===== config.mk =====
export PLATFORM = sky130hd
export DESIGN_NAME = riscv_div_unit
export DESIGN_NICKNAME = d
export VERILOG_FILES = /design/src/rtl/rv_pkg.sv /design/src/rtl/div_step.sv /design/src/rtl/ult_cmp.sv /design/src/rtl/riscv_div_unit.sv
export SDC_FILE = /design/constraint.sdc
export NUM_CORES = 1
export LEC_CHECK = 0
export ABC_AREA = 1
export BUFFER_PORTS_ARGS = -buffer_cell sky130_fd_sc_hd__buf_2
export CORE_MARGIN = 4
export CORE_UTILIZATION = 50
export CTS_CLUSTER_SIZE = 40
export DETAILED_ROUTE_END_ITERATION = 10
export HOLD_SLACK_MARGIN = 0.08
export PLACE_DENSITY = 0.68
export SLEW_MARGIN = 40
export SYNTH_ARGS = -nofsm -noshare
export SYNTH_HDL_FRONTEND = slang
export SYNTH_HIERARCHICAL = 1
export SYNTH_SLANG_ARGS = --single-unit

===== constraint.sdc =====
create_clock -name clk -period 3.9 [get_ports clk]
set_input_delay 0.975 -clock clk [delete_from_list [all_inputs] [get_ports clk]]
set_output_delay 0.975 -clock clk [all_outputs]
set_load 0.02 [all_outputs]

===== src/rtl/rv_pkg.sv =====
// Shared RV64 execute-stage definitions: operand width, M-extension divide op
// encodings, special-case result constants and the divider state encoding.
package rv_pkg;
    localparam int XLEN = 64;

    localparam logic [1:0] DIV_OP_DIV  = 2'b00;
    localparam logic [1:0] DIV_OP_DIVU = 2'b01;
    localparam logic [1:0] DIV_OP_REM  = 2'b10;
    localparam logic [1:0] DIV_OP_REMU = 2'b11;

    localparam logic [XLEN-1:0] DIV_ZERO_Q = {XLEN{1'b1}};
    localparam logic [XLEN-1:0] INT_MIN64  = {1'b1, {(XLEN-1){1'b0}}};

    typedef enum logic [1:0] {IDLE, RUN, FIX, DONE} div_state_t;
endpackage


===== src/rtl/div_step.sv =====
// One restoring-division iteration: shift in the next dividend bit, trial-subtract the divisor.
// Combinational, zero latency; no flow control.
module div_step
    import rv_pkg::*;
(
    input  logic [XLEN-2:0] rem_lo,
    input  logic            carry,
    input  logic            dbit,
    input  logic [XLEN-1:0] divisor,
    output logic [XLEN-1:0] rem_next,
    output logic            qbit
);
    logic [XLEN-1:0] t;
    logic            lt;

    assign t = {rem_lo, dbit};

    ult_cmp #(.W(XLEN)) u_cmp (
        .a  (t),
        .b  (divisor),
        .lt (lt)
    );

    // The carry is the 65th bit of the shifted remainder, so {carry,t} >= divisor
    // whenever it is set, and the 64-bit difference is then exact.
    assign qbit     = carry | ~lt;
    assign rem_next = qbit ? (t - divisor) : t;
endmodule


===== src/rtl/ult_cmp.sv =====
// Unsigned less-than comparator, purely combinational (zero latency, no flow control).
module ult_cmp #(
    parameter int W = 64
) (
    input  logic [W-1:0] a,
    input  logic [W-1:0] b,
    output logic         lt
);
    assign lt = (a < b);
endmodule


===== src/rtl/riscv_div_unit.sv =====
// Iterative radix-2 RV64M DIV/DIVU/REM/REMU; 66 edges accept-to-valid, 1 edge for div-by-zero/overflow.
// One op in flight: in_ready only in IDLE; result is held in DONE until out_ready; flush wins everywhere.
module riscv_div_unit
    import rv_pkg::*;
#(
    parameter int TAG_W = 5
) (
    input  logic             clk,
    input  logic             rst_n,
    input  logic             flush,
    input  logic             in_valid,
    output logic             in_ready,
    input  logic [1:0]       in_op,
    input  logic [XLEN-1:0]  in_a,
    input  logic [XLEN-1:0]  in_b,
    input  logic [TAG_W-1:0] in_tag,
    output logic             out_valid,
    input  logic             out_ready,
    output logic [XLEN-1:0]  out_result,
    output logic [TAG_W-1:0] out_tag,
    output logic             busy
);
    div_state_t      state, state_nxt;
    logic [5:0]      count;
    logic [XLEN-1:0] rem, quo, bmag;
    logic [1:0]      op;
    logic            neg_q, neg_r;

    logic            accept, in_signed, sa, sb, b_zero, ovf;
    logic [XLEN-1:0] amag, bmag_in, step_rem, fix_sel, fix_val;
    logic            step_qbit, fix_neg;

    assign accept    = in_valid & in_ready & ~flush;
    assign in_signed = ~in_op[0];
    assign sa        = in_signed & in_a[XLEN-1];
    assign sb        = in_signed & in_b[XLEN-1];
    assign amag      = sa ? (~in_a + 1'b1) : in_a;
    assign bmag_in   = sb ? (~in_b + 1'b1) : in_b;
    assign b_zero    = (in_b == '0);
    assign ovf       = in_signed & (in_a == INT_MIN64) & (in_b == DIV_ZERO_Q);

    div_step u_step (
        .rem_lo   (rem[XLEN-2:0]),
        .carry    (rem[XLEN-1]),
        .dbit     (quo[XLEN-1]),
        .divisor  (bmag),
        .rem_next (step_rem),
        .qbit     (step_qbit)
    );

    assign fix_sel = op[1] ? rem : quo;
    assign fix_neg = op[1] ? neg_r : neg_q;
    assign fix_val = fix_neg ? (~fix_sel + 1'b1) : fix_sel;

    always_ff @(posedge clk or negedge rst_n) begin
        if (!rst_n) state <= IDLE;
        else        state <= state_nxt;
    end

    always_comb begin
        state_nxt = state;
        if (flush) begin
            state_nxt = IDLE;
        end else begin
            case (state)
                IDLE: if (in_valid) state_nxt = (b_zero | ovf) ? DONE : RUN;
                RUN:  if (count == 6'd0) state_nxt = FIX;
                FIX:  state_nxt = DONE;
                DONE: if (out_ready) state_nxt = IDLE;
                default: state_nxt = IDLE;
            endcase
        end
    end

    always_comb begin
        in_ready  = (state == IDLE);
        busy      = (state != IDLE);
        out_valid = (state == DONE);
    end

    always_ff @(posedge clk or negedge rst_n) begin
        if (!rst_n) begin
            count      <= '0;
            rem        <= '0;
            quo        <= '0;
            bmag       <= '0;
            op         <= DIV_OP_DIV;
            neg_q      <= 1'b0;
            neg_r      <= 1'b0;
            out_result <= '0;
            out_tag    <= '0;
        end else if (accept) begin
            op      <= in_op;
            out_tag <= in_tag;
            neg_q   <= sa ^ sb;
            neg_r   <= sa;
            rem     <= '0;
            quo     <= amag;
            bmag    <= bmag_in;
            count   <= 6'd63;
            // Special cases bypass the iteration and complete straight into DONE.
            if (b_zero)   out_result <= in_op[1] ? in_a : DIV_ZERO_Q;
            else if (ovf) out_result <= in_op[1] ? '0 : INT_MIN64;
        end else if (!flush) begin
            if (state == RUN) begin
                rem <= step_rem;
                quo <= {quo[XLEN-2:0], step_qbit};
                if (count != 6'd0) count <= count - 6'd1;
            end else if (state == FIX) begin
                out_result <= fix_val;
            end
        end
    end
endmodule

## Word-level counts from Yosys, hierarchy flattened

Index checks and enable logic that the tools add are counted.
W data, S select, Z words.

| storage, ports and cells | value |
|---|---|
| logic and storage cells | 84 |
| output and inout bits | 72 |
| register bits | 273 |

| operators by class | value |
|---|---|
| bitwise operators | 15 |
| mux-type cells | 30 |
| reduce and logical (&&, ||, !) cells | 12 |
| magnitude comparators | 1 |
| $add $sub $neg | 5 |
| eq/ne operators | 11 |

Operator list:

| cell | number |
|---|---|
| $mux W64 | 19 |
| $add A64 B1 Y64 const B | 3 |
| $not A64 Y64 | 3 |
| $eq A64 B64 Y1 const B | 2 |
| $logic_not A64 Y1 | 1 |
| $lt A64 B64 Y1 | 1 |
| $sub A64 B64 Y64 | 1 |
| $mux W6 | 4 |
| $mux W2 | 5 |
| $pmux W2 S4 | 1 |
| $reduce_bool A2 Y1 | 4 |
| $and A1 B1 Y1 | 6 |
| $logic_not A6 Y1 | 1 |
| $ne A3 B3 Y1 const B | 2 |
| $reduce_and A3 Y1 | 2 |
| $reduce_bool A6 Y1 | 1 |
| $sub A6 B1 Y6 const B | 1 |
| $eq A2 B2 Y1 const B | 2 |
| $reduce_and A4 Y1 | 1 |
| $ne A3 B1 Y1 const B | 1 |
| $ne A3 B2 Y1 const B | 1 |
| $not A1 Y1 | 3 |
| $eq A2 B1 Y1 const B | 1 |
| $logic_not A2 Y1 | 1 |
| 6 further kinds | 7 |

## Depth between registers and ports, before layout

Gate-level depths: netlist (run 1).

| depth | value |
|---|---|
| word-level depth | 8 |
| depth in mapped cells | 21 |
| depth with buffers taken out | 20 |

## Cells and area by module

Netlist (run 1), hierarchy kept.

By module, submodules not included:

| module | area an instance (um2) | sequential area each (um2) | times used | cells an instance |
|---|---|---|---|---|
| riscv_div_unit | 20261.9 | 6806.5 | 1 | 3269 |
| div_step | 6741.5 | 0.0 | 1 | 1499 |
| ult_cmp | 1650.3 | 0.0 | 1 | 261 |

## Worst setup path before layout (run 1)

Ideal clock, no wire load.

| timing path | value |
|---|---|
| kind | input -> register |
| start point | in in_a[0] |
| end point | reg out_result[27] |
| stages | 13 |
| library setup time | 116 ps |
| data required time | 3784 ps |
| path buffers | 2 |
| data arrival time | 2455 ps |
| slack | 1329 ps |
| cell sequence | inv_1 > ha_1 > nand2_1 > nor2_1 > nand2_1 > nor2_1 > nand3_1 > o21ai_2 > nand3_4 > buf_6 > buf_6 > nand2_1 > nand2_1 |

| between the ends | value |
|---|---|
| cells in the longest elaborated chain, start to end | 5 |

Ends and longest elaborated chain:

| what | RTL line | source |
|---|---|---|
| start: declaration | riscv_div_unit.sv:14 | `input logic [XLEN-1:0] in_a,` |
| $eq A64 B64 Y1 | riscv_div_unit.sv:40 | `assign ovf = in_signed & (in_a == INT_MIN64) & (in_b == DIV_ZERO_Q);` |
| $and A1 B1 Y1 (2 in a row) | riscv_div_unit.sv:40 |  |
| $ne A3 B1 Y1 (no line) | -- |  |
| $reduce_and A4 Y1 (no line) | -- |  |
| end signal: assignment | riscv_div_unit.sv:102 | `if (b_zero) out_result <= in_op[1] ? in_a : DIV_ZERO_Q;` |
| end signal: assignment | riscv_div_unit.sv:103 | `else if (ovf) out_result <= in_op[1] ? '0 : INT_MIN64;` |
| end signal: assignment | riscv_div_unit.sv:110 | `out_result <= fix_val;` |
| end: declaration | riscv_div_unit.sv:19 | `output logic [XLEN-1:0] out_result,` |

No other way between the ends.
A chain may end at the register's enable or synchronous reset.

## Worst setup path in the final report (run 1)

| timing path | value |
|---|---|
| start point | reg rem[4] |
| end point | reg rem[46] |

| between the ends | value |
|---|---|
| cells in the longest elaborated chain, start to end | 7 |
| elaborated cells on any way between the ends | 8 |

Ends and longest elaborated chain:

| what | RTL line | source |
|---|---|---|
| start: declaration | riscv_div_unit.sv:25 | `logic [XLEN-1:0] rem, quo, bmag;` |
| start signal: assignment | riscv_div_unit.sv:106 | `rem <= step_rem;` |
| $lt A64 B64 Y1 | ult_cmp.sv:9 | `assign lt = (a < b);` |
| named net u_step.lt | div_step.sv:14 | `logic lt;` |
| $not A1 Y1 | div_step.sv:26 | `assign qbit = carry \| ~lt;` |
| $or A1 B1 Y1 | div_step.sv:26 |  |
| named net step_qbit | riscv_div_unit.sv:31 | `logic step_qbit, fix_neg;` |
| $mux W64 | div_step.sv:27 | `assign rem_next = qbit ? (t - divisor) : t;` |
| named net step_rem[46] | riscv_div_unit.sv:30 | `logic [XLEN-1:0] amag, bmag_in, step_rem, fix_sel, fix_val;` |
| $mux W64 | riscv_div_unit.sv:105 | `if (state == RUN) begin` |
| $mux W64 | riscv_div_unit.sv:104 | `end else if (!flush) begin` |
| $mux W64 | riscv_div_unit.sv:92 | `end else if (accept) begin` |

The timed path passes the listed nets, and every way through them passes these cells. The select of a mux whose other input is x is not followed.

==> reports/metrics.cfg, run 1 <==
[outcome]
status=complete, no violations

[yosys]
synth_top_area_share_pct=24.0
synth-seq-area-share_pct=23.8
synth_flop_cell=dfrtp_1
synth_area_mm2=0.0287
synth_area_leaders=nand2_1, dfrtp_1, inv_1
synth_edf_count=0
synth_nets=5307
synth_cells=5029
async_flop_share_pct=100
synth_most_common_cell=nand2_1
synth.distinct_cells=53
avgSynthCellArea_um2=5.70
netlist.top_cell.by_area=nand2_1
ys_warn_count=6
synth-seq-cells=272
synthTopCellsByCount=nand2_1, inv_1, nor2_1, nand3_1, o21ai_0

[placed_design]
io_buffer_count=211
gp_congestion=1.02
placed_area_mm2=0.0305
dp.cells=5902
dp_hpwl_mm=93.9

[pwr]
cellPowerDensity_mw_per_mm2=853
p_total_uw=27000
vdd_drop_max_mv=0.681
p_leak_uw=0.0173

[sta]
worst_pin_slew_ns=0.848
rsz0062_at_grt=no
hold_viol_final=0
layout_min_cycle_time_ns=3.28
setup_viol_count_final=0
relSlewSlack_pct=43.4
fmax_mhz=305
tns_ns=0
drv_slew=0
finClkSkew_ns=0.0242
finalCritPeriodShare_pct=84.0

[clocking]
postCtsSetupBuffers=0
cts.path.max_buffers=3
cts_root_buf=clkbuf_16
path_clk_slew_ns=0.06
htreeDepth=2
ctsResizeCount=0
cts_buffers=37
cts_tree=built
worstSkewPairLatency_ns=0.56
cts_hold_buf=0
clock-sinks=272

[routing]
routed_wl_mm=116
drt_iter0_drc=3685
drtAntennaViolNets=0
vias=32366
first_pass_iters=7
routed_via_density=5.42
drc=0
post_drt_wl_per_cell_um=19.4

[worst_setup_path]
cp.required_ns=4.31
cp-end-kind=register
critical_path_class=register to register
crit_buf_inv=3
cp_slowest_cell=dfrtp_1
path_depth=17
max_stage_delay_ns=0.50
crit_top_cell=nand2_1
ff2ff_path_depth=17
crit_path_cell_trace=ha_1 -> a21oi_1 -> o21a_2 -> nand2_1 -> nand2_1 -> nand2_1 -> nand2_1 -> nand2_1 -> a21oi_2 -> inv_1 -> nor2_4 -> clkinv_1 -> buf_4 -> nand3_1 -> nand2_1 -> nand3_1 -> o21ai_0
startpoint_type=register
cp_top_family=simple AND/OR/NAND/NOR gates
cp.arrival_ns=3.69
critPathMaxFanout=20

[final_layout]
final_cells=5967
fin_area_mm2=0.0317
seqCellArea_mm2=0.00681
nFillCells=6129
fin_nets=5463
multi_input_area_mm2=0.0181
drive_above_1_share_pct=8.16
post-route-util_pct=56.0
area_growth_pct=10.7

[global_route]
grt_max_degree=185
groute.usage.overall_pct=36.8
grt_pass1_vias=29400
grt_pass1_wl_mm=173
antenna_found_initial=6
overflow=0

[floorplanning]
core-area_mm2=0.0566
initial_core_util_pct=50.6
die_y_um=247
die_area_mm2=0.0612
pin_count=212
rows=87
die_x_um=247

[hold_path]
hp-class=input pin to asynchronous set/reset pin

[run]
maxCapViolCount=0

==> state kept, by name (all words and copies together), names as in the netlist <==
register	cells
out_tag	5
neg_q	1
rem	64
neg_r	1
op	1
bmag	64
quo	64
state	2
count	6
out_result	64
==> worst paths after layout <==
path / startpoint / end / slack (ns)
worst max-delay path: rem[4] / rem[46] / 0.62
worst min-delay path: rst_n / rem[55] / 0.40
worst max register to register: rem[4] / rem[46] / 0.62
worst min register to register: out_tag[3] / out_tag[3] / 0.47
max in group asynchronous: rst_n / out_result[58] / 2.65
min in group clk: out_tag[3] / out_tag[3] / 0.47
==> worst register-to-register path: stages, from the launching register on <==
cell      delay, ns
dfrtp_1        0.50
ha_1           0.37
a21oi_1        0.14
o21a_2         0.13
nand2_1        0.09
nand2_1        0.08
nand2_1        0.08
nand2_1        0.07
nand2_1        0.17
a21oi_2        0.18
inv_1          0.07
nor2_4         0.11
clkinv_1       0.31
buf_4          0.35
nand3_1        0.20
nand2_1        0.10
nand3_1        0.09
o21ai_0        0.10
==> final cells by class <==
cell class	instances	area share, %
repair buffers	271	5.15
multi-input cells	3804	57.0
inverters	799	9.50
clock buffers	52	3.42
diodes	2	0.0158
well taps	756	2.98
flip-flops and latches	272	21.5
clock inverters	11	0.418
==> cells in the final DEF, fill, tap and decap left out, types with 20 or more instances in the layout <==
master        n
nor3_1       41
o21ai_0     327
clkbuf_16    38
ha_1        137
nor2_2       20
nand3_1     371
nand4_1      57
dfrtp_1     271
xor2_1       69
inv_1       787
xnor2_1      38
o211ai_1     23
nand2_2      20
nand2_1    1829
nand3b_1     27
a21oi_1     103
buf_2       210
nor2_1      592
buf_4        50
o21ai_1      33
==> power by group <==
| group | internal, uW | switching [uW] |
|---|---|---|
| Clock | 2070 | 1410 |
| Combinational | 5470 | 12700 |
| Sequential | 4020 | 1380 |
| Total | 11600 | 15500 |
==> stage by stage <==
stage	hold WS [ns]	setup WS [ns]
6_report	0.401	0.623
5_1_grt	0.456	0.437
4_1_cts	0.435	0.748
3_5_place_dp	0.458	0.443
3_3_place_gp	0.454	0.492
2_1_floorplan	0.442	1.33
==> metal layers <==
layer  vias up  GRT usage (%)  part of all wire (%)
met3       199           6.43                   8.6
met2      1346           58.6                    45
met1     14847           51.0                    43
met4        10           12.2                   3.6
li1      15964              -                     -
met5         -              0                 0.053
==> logic make-up (layout without fill, tap and decap cells) <==
family / Yosys count / after routing / share of synthesized area (%)
xor gates and xnor gates: 107 / 107 / 3.27
AOI/OAI and AO/OA: 556 / 556 / 10.6
and+or+nand+nor: 3003 / 3003 / 43.1
other: 0 / 2 / 0
buffers and inverters: 953 / 1133 / 13.3
adders and majority gates: 138 / 138 / 6.05
DFF: 272 / 272 / 23.8
Power figures use the tool's default switching activity.
==> run 2: changes to the inputs <==
Settings changed: PLACE_DENSITY 0.68 to 0.71.
Clock period 3.9 ns to 2.7 ns, I/O delays scaled along.
==> run 2 against run 1 <==
  * Clock power increased by 36%
  * Sequential share of layout area shrank 2.2 points
  * Cell area rose by 12%
  * Critical path type unchanged
  * Worst hold slack got worse by 0.071 ns
  * Sequential power is 30% higher
  * Register-to-register slack got worse by 0.65 ns
  * The run now ends with setup timing left
  * Highest routed layer unchanged
  * Sequential cell count unchanged
  * First-iteration DRC count is essentially flat
  * Largest cell class unchanged
  * Non-clock buffer count up 360
==> reports/metrics.cfg, run 2 (synthesized netlist as in run 1, its figures left out) <==
[pwr]
switching_share_pct=54.6
p_comb_share_pct=73.4
p_int_uw=20100
seq_power_share_pct=15.9
vdd_drop_max_mv=0.864
power.clock.fraction_pct=10.7
cellPowerDensity_mw_per_mm2=1250
p_leak_uw=0.0194
p_sw_uw=24200

[hold_path]
whs_path_depth=3
hp-class=input pin to register
min_to=out_tag[2]
worstHoldStart=in_tag[2]

[placed_design]
gp_congestion=1.05
post-place-ws_ns=-0.242
dp_hpwl_mm=97.6
dp.cells=6232
io_buffer_count=211

[routing]
drtAntennaViolNets=0
vias=34414
routed_wl_mm=122
drc=0
first_pass_iters=6
routed_via_density=5.44
post_drt_wl_per_cell_um=19.3
drt_iter0_drc=3684

[worst_setup_path]
crit_buf_inv=5
r2r_slack_ns=-0.02
r2r_start=bmag[7]
startpoint_type=register
critPathMaxFanout=5
cp.arrival_ns=3.14
path_depth=17
cp-end-kind=register
cp.required_ns=3.12
cp_top_family=compound AO/OA/AOI/OAI gates
max_stage_delay_ns=0.34
ff2ff_path_depth=17
crit_path_cell_trace=inv_1 -> ha_1 -> a21oi_1 -> o21a_2 -> nand2_2 -> nand2_2 -> nand2_2 -> nand2_2 -> nand2_4 -> a21oi_2 -> inv_2 -> nor2_4 -> clkinv_4 -> buf_6 -> buf_6 -> o211ai_1 -> nand2_1
r2r_end=quo[0]
crit_top_cell=nand2_2
cp_slowest_cell=dfrtp_1
critical_path_class=register to register

[floorplanning]
die_y_um=247
die_area_mm2=0.0612
initial_core_util_pct=50.6
rows=87
die_x_um=247
core-area_mm2=0.0566
pin_count=212

[sta]
fmax_mhz=367
drv_slew=0
relSlewSlack_pct=46.1
hold_viol_final=0
worst_pin_slew_ns=0.805
fin_ws_ns=-0.0230
finClkSkew_ns=0.0269
finalCritPeriodShare_pct=101
setup_viol_count_final=3
rsz0062_at_grt=yes
layout_min_cycle_time_ns=2.72

[final_layout]
final_common_cell=nand2_1
final_cell_mix=nand2_1, inv_1, nor2_1
diodes=0
final_cells=6322
area_growth_pct=23.7
fin_nets=5821
drive_above_1_share_pct=16.3

[global_route]
grt_pass1_wl_mm=180
grt_max_degree=84
antenna_found_initial=5
overflow=0
groute.usage.overall_pct=38.2
grt_pass1_vias=31587

[clocking]
htreeDepth=2
path_clk_slew_ns=0.06
clock-sinks=272
cts_buffers=35
cts_tree=built
cts_root_buf=clkbuf_16
cts.path.max_buffers=3
worstSkewPairLatency_ns=0.55

[run]
maxCapViolCount=0

[outcome]
violations=setup timing
status=finished, violations left

==> run 2: cell count changes in the layout (fill, tap and decap cells not counted), sizes merged <==
cell	delta
buf	+350
clkbuf	+8
clkinv	-4
clkinvlp	+1
diode	-2
dlygate4sd3	+1
inv	+1
==> run 2: timing repair <==
item / 4_1_cts / 5_1_grt
setup buffers: 3 / 15
gates cloned: 3 / 8
hold buffers: 1 / 0
resized for setup: 12 / 219
endpoints found under the setup margin: 65 / 104
hold endpoints to repair: 10 / 0
pin swaps: 1 / 38
==> run 2: worst max-delay path by stage <==
stage	from	endpoint	slack, ns
after global placement	in_a[4]	quo[63]	-0.21
after floorplan	rem[62]	rem[10]	0.25
after global routing	op[1]	out_result[46]	-0.11
after detailed placement	in_a[41]	out_result[46]	-0.24
final	bmag[7]	quo[0]	-0.02
after CTS	rem[6]	rem[2]	-0.006
==> run 2: power groups by stage <==
stage	logic, uW	registers, uW	clock network, uW
after floorplan	17300	7360	0
after global placement	28200	7010	0
after detailed placement	28500	7040	0
after CTS	29300	7000	4780
after global routing	35300	7210	4950
final	32500	7040	4750
==> run 2: stage by stage <==
step | area [um2] | hold slack (ns) | TNS [ns] | util, % | total power (uW)
after CTS | 34500 | 0.315 | -0.00566 | 61.0 | 41100
after floorplan | 28700 | 0.379 | 0 | - | 24700
after detailed placement | 33200 | 0.458 | -12.55 | 58.7 | 35500
after global routing | 35400 | 0.337 | -2.50 | 62.6 | 47400
final | 35400 | 0.331 | -0.0380 | 62.6 | 44300
after global placement | 33200 | 0.453 | -7.41 | 58.7 | 35200
==> run 2: worst reg2reg max path, delay by kind of cell, from the launching register on <==
kind	cells	cell delay, ns
AO/OA/AOI/OAI	4	0.71
AND/OR/NAND/NOR	7	0.67
buffers and inverters	5	0.58
flip-flops	1	0.34
adder cells (fa/ha/maj)	1	0.31
==> run 2: final cells by class <==
cell class	count	area, um2
Clock inverter	9	106
Fill cell	5727	21200
Inverter	799	3020
Sequential cell	272	6820
Multi-Input combinational cell	3804	18700
Tap cell	756	946
Clock buffer	51	1020
Timing Repair Buffer	631	4850
==> run 2: per-layer routing <==
layer  vias up  track usage [%]  wire length, um
met1     15870             52.3            51500
met5         -                0               27
li1      16710                -                -
met4         4             14.8             5590
met3       262             6.24            11400
met2      1568             60.5            53600
